[src/rtl/block_lock_ctrl.sv]
// Per-lane block-lock controller: steps the alignment shifter OFFSET until the
// 2-bit sync headers validate, then declares and supervises block lock.
module block_lock_ctrl #(
    parameter int DATA_WIDTH = 80,
    parameter int HDR_LSB    = 64,
    parameter int MAX_OFFSET = 63,
    parameter int LOCK_CNT   = 64,
    parameter int WINDOW     = 64,
    parameter int ERR_LIMIT  = 16,
    parameter int SLIP_WAIT  = 3
) (
    input  logic                  USER_CLK,
    input  logic                  RESET_N,
    input  logic [DATA_WIDTH-1:0] DATA_IN,
    input  logic                  DATA_VALID,
    input  logic                  INVERT,
    output logic [5:0]            OFFSET,
    output logic [DATA_WIDTH-1:0] MASK,
    output logic                  BLOCK_LOCK,
    output logic [7:0]            LOCK_LOSS_CNT
);

    localparam int GW = $clog2(LOCK_CNT + 1);
    localparam int WW = $clog2(WINDOW + 1);
    localparam int EW = $clog2(ERR_LIMIT + 1);
    localparam int SW = $clog2(SLIP_WAIT + 1);

    typedef enum logic [1:0] {
        ST_SLIP_WAIT = 2'd0,
        ST_HUNT      = 2'd1,
        ST_LOCKED    = 2'd2
    } state_t;

    state_t          state;
    logic [SW-1:0]   wait_cnt;
    logic [GW-1:0]   good_cnt;
    logic [WW-1:0]   win_cnt;
    logic [EW-1:0]   err_cnt;
    logic            invert_p0;
    logic            invert_p1;

    logic [1:0]      hdr;
    logic            hdr_ok;
    logic            inv_chg;
    logic [GW-1:0]   good_nxt;
    logic [WW-1:0]   win_nxt;
    logic [EW-1:0]   err_nxt;
    logic            unused_data;

    function automatic logic hdr_valid(input logic [1:0] h);
        return h[1] ^ h[0];
    endfunction

    function automatic logic [5:0] slip_offset(input logic [5:0] off);
        return (off == 6'(MAX_OFFSET)) ? 6'd0 : off + 6'd1;
    endfunction

    function automatic logic [7:0] sat_inc8(input logic [7:0] v);
        return (v == 8'hFF) ? v : v + 8'd1;
    endfunction

    assign hdr         = DATA_IN[HDR_LSB+1:HDR_LSB];
    assign hdr_ok      = hdr_valid(hdr);
    assign inv_chg     = invert_p0 ^ invert_p1;
    assign good_nxt    = good_cnt + GW'(1);
    assign win_nxt     = win_cnt + WW'(1);
    assign err_nxt     = err_cnt + EW'(!hdr_ok);
    assign unused_data = ^{DATA_IN[DATA_WIDTH-1:HDR_LSB+2], DATA_IN[HDR_LSB-1:0]};

    always_ff @(posedge USER_CLK or negedge RESET_N) begin
        if (!RESET_N) begin
            state         <= ST_SLIP_WAIT;
            wait_cnt      <= '0;
            good_cnt      <= '0;
            win_cnt       <= '0;
            err_cnt       <= '0;
            invert_p0     <= 1'b0;
            invert_p1     <= 1'b0;
            OFFSET        <= '0;
            MASK          <= '0;
            BLOCK_LOCK    <= 1'b0;
            LOCK_LOSS_CNT <= '0;
        end else begin
            // MASK tracks the once-registered INVERT; the second flop feeds edge detect
            invert_p0 <= INVERT;
            invert_p1 <= invert_p0;
            MASK      <= {DATA_WIDTH{INVERT}};

            if (inv_chg) begin
                // Polarity changed under us: restart alignment at the same OFFSET
                if (state == ST_LOCKED) begin
                    LOCK_LOSS_CNT <= sat_inc8(LOCK_LOSS_CNT);
                end
                BLOCK_LOCK <= 1'b0;
                wait_cnt   <= '0;
                good_cnt   <= '0;
                win_cnt    <= '0;
                err_cnt    <= '0;
                state      <= ST_SLIP_WAIT;
            end else begin
                case (state)
                    ST_SLIP_WAIT: begin
                        if (wait_cnt == SW'(SLIP_WAIT - 1)) begin
                            wait_cnt <= '0;
                            good_cnt <= '0;
                            state    <= ST_HUNT;
                        end else begin
                            wait_cnt <= wait_cnt + SW'(1);
                        end
                    end

                    ST_HUNT: begin
                        if (DATA_VALID) begin
                            if (!hdr_ok) begin
                                OFFSET   <= slip_offset(OFFSET);
                                good_cnt <= '0;
                                wait_cnt <= '0;
                                state    <= ST_SLIP_WAIT;
                            end else if (good_nxt == GW'(LOCK_CNT)) begin
                                good_cnt   <= '0;
                                win_cnt    <= '0;
                                err_cnt    <= '0;
                                BLOCK_LOCK <= 1'b1;
                                state      <= ST_LOCKED;
                            end else begin
                                good_cnt <= good_nxt;
                            end
                        end
                    end

                    ST_LOCKED: begin
                        if (DATA_VALID) begin
                            // Error limit wins even on the last word of a window
                            if (err_nxt == EW'(ERR_LIMIT)) begin
                                BLOCK_LOCK    <= 1'b0;
                                LOCK_LOSS_CNT <= sat_inc8(LOCK_LOSS_CNT);
                                OFFSET        <= slip_offset(OFFSET);
                                win_cnt       <= '0;
                                err_cnt       <= '0;
                                wait_cnt      <= '0;
                                state         <= ST_SLIP_WAIT;
                            end else if (win_nxt == WW'(WINDOW)) begin
                                win_cnt <= '0;
                                err_cnt <= '0;
                            end else begin
                                win_cnt <= win_nxt;
                                err_cnt <= err_nxt;
                            end
                        end
                    end

                    default: begin
                        wait_cnt <= '0;
                        state    <= ST_SLIP_WAIT;
                    end
                endcase
            end
        end
    end

endmodule

[config.mk]
export PLATFORM = sky130hd
export DESIGN_NAME = block_lock_ctrl
export DESIGN_NICKNAME = d
export VERILOG_FILES = /design/src/rtl/block_lock_ctrl.sv
export SDC_FILE = /design/constraint.sdc
export NUM_CORES = 1
export LEC_CHECK = 0
export ABC_AREA = 1
export CAP_MARGIN = 20
export CORE_MARGIN = 2
export CORE_UTILIZATION = 32
export CTS_CLUSTER_DIAMETER = 30
export CTS_CLUSTER_SIZE = 25
export DETAILED_ROUTE_END_ITERATION = 8
export PLACE_DENSITY = 0.81
export SLEW_MARGIN = 40
export SYNTH_ARGS = -nofsm -noshare
export SYNTH_HDL_FRONTEND = slang
export SYNTH_SLANG_ARGS = --single-unit
[constraint.sdc]
create_clock -name USER_CLK -period 3.63 [get_ports USER_CLK]
set_clock_uncertainty 0.15 [all_clocks]
set_input_delay 0.9075 -clock USER_CLK [delete_from_list [all_inputs] [get_ports USER_CLK]]
set_output_delay 0.9075 -clock USER_CLK [all_outputs]
set_load 0.02 [all_outputs]
### Word level (Yosys, flattened, before mapping)

Cells that the tools add are included.

* bits in registers: 41
* bits of input ports: 84
* bits in latches: 0
* word-level logic and storage cells: 108
* memory bits (writable): 0
* memories kept: 0
* memory bits (read-only): 0

* eq/ne operators: 20
* order comparisons: 0
* mux-type cells: 54
* divide/modulo/power cells: 0
* $mul: 0
* shifts and indexed selects: 0
* bitwise operators: 3
* reductions and logical operators: 14
* add/sub/neg operators: 6

Operators with widths (number)
* $mux W7: 12
* $mux W8: 6
* $mux W5: 7
* $mux W6: 5
* $pmux W7 S2: 2
* $mux W2: 11
* $ne A3 B3 Y1 const B: 6
* $add A7 B1 Y7 const B: 2
* $eq A7 B7 Y1 const B: 2
* $pmux W2 S3: 2
* $pmux W6 S2: 1
* $reduce_and A6 Y1: 2
* $pmux W5 S2: 1
* $reduce_and A5 Y1: 2
* $add A8 B1 Y8 const B: 1
* $eq A8 B8 Y1 const B: 1
* $add A6 B1 Y6 const B: 1
* $eq A6 B6 Y1 const B: 1
* $mux W1: 6
* $ne A2 B2 Y1 const B: 3
* $reduce_and A3 Y1: 2
* $reduce_bool A2 Y1: 3
* $reduce_bool A3 Y1: 2
* $add A5 B1 Y5: 1
* 13 further kinds: 15

### Logic depth before layout (Yosys ltp)

* depth in word-level cells: 8
* gate-level depth with buffers: 13
* depth with buffers taken out: 13

### Worst setup path before layout

Ideal clock, no wire load.

* kind: register to register
* start: reg invert_p0
* end: reg err_cnt[1]
* library setup time: 0.076 ns
* period minus slack after synthesis: 3.022 ns
* stages on the path, launching flop included: 8
* required time: 3.404 ns
* path buffers: 1
* arrival: 2.796 ns
* slack: 0.608 ns
* path through: dfrtp_1 xor2_2 nor3_1 nand2_1 nand2_1 buf_2 nand2_1 o21ai_1

* word-level cells in the longest chain between the ends: 3

Ends and longest elaborated chain
* start, declared: RTL line 39 `logic invert_p0;`
* start signal, assigned: RTL line 77 `invert_p0 <= 1'b0;`
* start signal, assigned: RTL line 85 `invert_p0 <= INVERT;`
* $xor A1 B1 Y1 *: RTL line 64 `assign inv_chg = invert_p0 ^ invert_p1;`
* $ne A3 B3 Y1 (no line) or $reduce_bool A3 Y1 (tied branches)
* $reduce_and A5 Y1 (no line)
* end signal, assigned: RTL line 147 `err_cnt <= err_nxt;`
* end, declared: RTL line 38 `logic [EW-1:0] err_cnt;`

Mark *: on every way between the ends. The rest lies on a longest branch, timed or not.
A chain may end at the register's enable or synchronous reset.

### Worst setup path after layout

* start: in DATA_IN[64]
* end: reg win_cnt[0]

* word-level cells in the longest chain between the ends: 8

Ends and longest elaborated chain
* start, declared: RTL line 14 `input logic [DATA_WIDTH-1:0] DATA_IN,`
* $xor A1 B1 Y1 *: RTL line 51 `return h[1] ^ h[0];`
* $logic_not A1 Y1
* $add A5 B1 Y5: RTL line 67 `assign err_nxt = err_cnt + EW'(!hdr_ok);`
* $eq A5 B5 Y1: RTL line 134 `if (err_nxt == EW'(ERR_LIMIT)) begin`
* $mux W7: RTL line 134
* $mux W7: RTL line 132 `if (DATA_VALID) begin`
* $pmux W7 S2: RTL line 101 `case (state)`
* $mux W7: RTL line 89 `if (inv_chg) begin`
* end signal, assigned: RTL line 146 `win_cnt <= win_nxt;`
* end, declared: RTL line 37 `logic [WW-1:0] win_cnt;`

Mark *: on every way between the ends. The rest lies on a longest branch, timed or not. The select of a mux whose other input is x is not followed.

==> results by group <==
Yosys
  • Area share of and/or/nand/nor cells after synthesis: 28.8%
  • Number of warnings issued by yosys: 0
  • Area share of the largest cell type after synthesis: 33.9%
  • Synth top area cells: sky130_fd_sc_hd__dfrtp_1 34%, sky130_fd_sc_hd__buf_4 20%, sky130_fd_sc_hd__nand2_1 14%
  • Share of flip-flops with an asynchronous set or reset after synthesis: 100%
  • Synthesized-area fraction occupied by adder cells: around 2.5%
  • Compound-cell area share of the yosys netlist: 5.46%
  • Main flop type after synthesis: sky130_fd_sc_hd__dfrtp_1
  • Register bit count reported by yosys: 40
  • Number of flops mapped to enable cells by yosys: 0
  • Multiplexer share of the synthesized area: 0%
  • Xor/xnor share of the synthesized area: 4.70%
  • Syn_nets: 479
  • Seq/Total Area, Yosys: 33.9%
  • Largest family of logic cells by synthesized area: simple AND/OR/NAND/NOR gates
  • Post-synthesis cell type with the largest combined area: sky130_fd_sc_hd__dfrtp_1
  • Synth Instances: 389
  • Syn Std Cell Area: 2960 µm²
  • Mapped Avg Cell Area: 7.60 µm²
  • Post-synthesis cell type count: 31

Power
  • Maximum ir drop on the vdd rail: 0.185 mV
  • Switching power: 0.727 mW
  • Sequential share of power: 35.1%
  • Cell leakage power: around 1.6 nW
  • Clock network fraction of total power: 20.6%
  • Internal power: between 1 and 1.5 mW
  • Proportion of power drawn by combinational gates: 44.4%
  • Power density cells: 493 nW/µm²
  • Net switching fraction of the power: 40.7%

Clock tree
  • CTS-repair resized insts: 0
  • Clock Latency Late Sink: 300 ps
  • H-tree Lvls: 2
  • Quantity of hold-fixing buffers added after cts: 0
  • Clock transition time at the flip-flop clock pins of the worst setup and hold paths: ~80 ps
  • Clock Tree Root: sky130_fd_sc_hd__clkbuf_8
  • Sinks on Clock Net: 40
  • Number of buffers added for setup after CTS: 0
  • CTS buffer count: 5
  • CTS max path bufs: 2
  • CTS tree: yes

Global routing
  • Wire length of the first global-routing pass: 10,100 µm
  • GRT Util Overall: 12.1%
  • Initial antenna violation count: 0
  • Global route total overflow: 0
  • Number of global-route vias before repair: 2,394
  • Largest net degree at the start of global routing: 41

Critical path
  • Register-to-register setup slack: 1210 ps
  • Kind of cell adding the most delay to the critical path: simple AND/OR/NAND/NOR gates
  • Worst setup SP type: primary input
  • Maximum fanout along the worst path: 7
  • Critical path required time: ~3700 ps
  • Cell-by-cell trace of the critical path: clkdlybuf4s50_1, xnor2_1, ha_1, ha_1, or2_2, a21oi_1, nand3_1, nand2_1, inv_2, nand2_1, nor2_1, nand2_1, nand2_1
  • CP bufs+invs: 2
  • Cell with the most instances on the worst path: sky130_fd_sc_hd__nand2_1
  • Highest cell delay on the worst timing path: 410 ps
  • Worst-path cell with the longest stage delay: sky130_fd_sc_hd__clkdlybuf4s50_1
  • Critical path class: primary input to flop
  • Data arrival, critical path: 3260 ps
  • Critical path capture point type: flop

Floorplan
  • Starting density of the core: around 32%
  • Die height: 100 µm
  • Placeable core region: just over 9000 µm²
  • Horizontal extent of the die: 100 µm
  • Top-level port count: around 180
  • # rows: 35
  • Die footprint: 10,000 µm²

Flow run
  • Number of violations of the max-capacitance limit: 0

STA
  • Final-report hold violation count: 0
  • Min cycle time layout: roughly 3200 ps
  • Number of pins exceeding their max-slew limit in the final report: 0
  • Crit path setup slack, layout: 395 ps
  • Relative slew slack: 59.1%
  • Maximum operating frequency: 0.309 GHz
  • Setup repair after global routing missed its margin: false
  • Post-Route Setup TNS: 0 ps
  • Ratio of final minimum period to clock period: 89.1%
  • Worst slack on hold paths: about 330 ps
  • Transition at the pin with the smallest max-transition slack: 613 ps
  • Final setup violation count: 0

Route
  • DR vias: 2,407
  • Number of nets with antenna violations after routing: 0
  • Average wire per cell in the routed design: 11.3 µm
  • Via count normalized by instance count: ~4.5
  • Drt drc: 0
  • First-pass iteration count of the detailed router: 4
  • Iter 0 DRT Violations: 143
  • Overall routed net length: 5980 µm

Place
  • DP Cell Count: roughly 520
  • Number of buffers added on ports: 100
  • Weighted congestion at the end of routability-driven global placement: 0.801
  • DP Wirelength: 4340 µm
  • Worst setup slack before clock tree synthesis: 120 ps

Status
  • Status: completed

Worst hold path
  • Hold Path Class: flop to flop

Cells and area
  • Layout cells sized above 1: 7.40%
  • # diodes: 0
  • Final core utilization: 39.8%
  • Count of nets after finishing: 508
  • Leading cell type in the layout, fill and taps excluded: sky130_fd_sc_hd__nand2_1
  • Synthesis-to-layout area growth: 22.5%
  • Number of cells in the finished layout apart from fillers: 530
  • Commonest non-fill, non-tap cells in the layout: 112 x sky130_fd_sc_hd__nand2_1, 99 x sky130_fd_sc_hd__clkdlybuf4s50_1, 39 x sky130_fd_sc_hd__dfrtp_1
## tightest hold or removal path, stage by stage (launching register included)
cell and delay [ps]:
sky130_fd_sc_hd__dfrtp_1 350, sky130_fd_sc_hd__nand2_1 50, sky130_fd_sc_hd__nand2_1 50
## through the flow
step / cell area, µm² / power [mW]
2_1_floorplan: 2960 / 1.19
3_3_place_gp: 3510 / 1.40
3_5_place_dp: 3510 / 1.43
4_1_cts: 3620 / 1.81
5_1_grt: 3620 / 1.90
6_report: 3620 / 1.79
## per-layer routing
| metal | up-vias | GRT usage (%) | part of all wire [%] |
|---|---|---|---|
| li1 | 1210 | - | - |
| met1 | 1091 | 14.6 | 46 |
| met2 | 95 | 20.5 | 45 |
| met3 | 11 | 2.51 | 6.7 |
| met4 | 0 | 6.32 | 2.5 |
| met5 | - | 0 | 0 |
## cell type report
class / count / area [µm²]
timing repair buffer: 104 / 1030
fill: 922 / 5490
inverter: 30 / 118
multi-input combinational: 237 / 1230
clock buffer: 6 / 72.6
clock inverter: 2 / 35.0
tap: 111 / 139
sequential: 40 / 1000
## registers in the layout, indices dropped and copies added, names as in the netlist
name / flops
good_cnt: 7
BLOCK_LOCK: 1
wait_cnt: 2
win_cnt: 7
invert_p0: 1
LOCK_LOSS_CNT: 8
OFFSET: 6
state: 2
invert_p1: 1
err_cnt: 5
## cell families after synthesis
kind of cell    after synthesis
buf+inv                     112
fa+ha+maj                     6
simple gates                189
compound gates               27
flops                        40
xor+xnor                     15
## path summary, 6_finish.rpt
path | startpoint | to | depth (start not counted)
max | DATA_IN[64] | win_cnt[0] | 13
min | BLOCK_LOCK | BLOCK_LOCK | 2
max reg2reg | invert_p0 | win_cnt[1] | 6
min reg2reg | BLOCK_LOCK | BLOCK_LOCK | 2
max in group asynchronous | RESET_N | invert_p0 | 1
min in group asynchronous | RESET_N | win_cnt[5] | 1
## power groups by stage
stage	Combinational, mW	Sequential [mW]	Clock, mW
finish	0.792	0.626	0.368
global route	0.866	0.642	0.395
CTS	0.800	0.627	0.380
detailed placement	0.796	0.635	0
global placement	0.777	0.626	0
floorplan	0.500	0.690	0
## synthesized netlist by cell type (all sizes together), types with 4 or more instances
cell	number
nand2	113
ha	6
dfrtp	40
xor2	4
nand3	30
o21ai	19
nor2	27
nand4	7
nor3	5
a21oi	4
xnor2	11
buf	82
inv	29
Power figures use the tool's default switching activity.
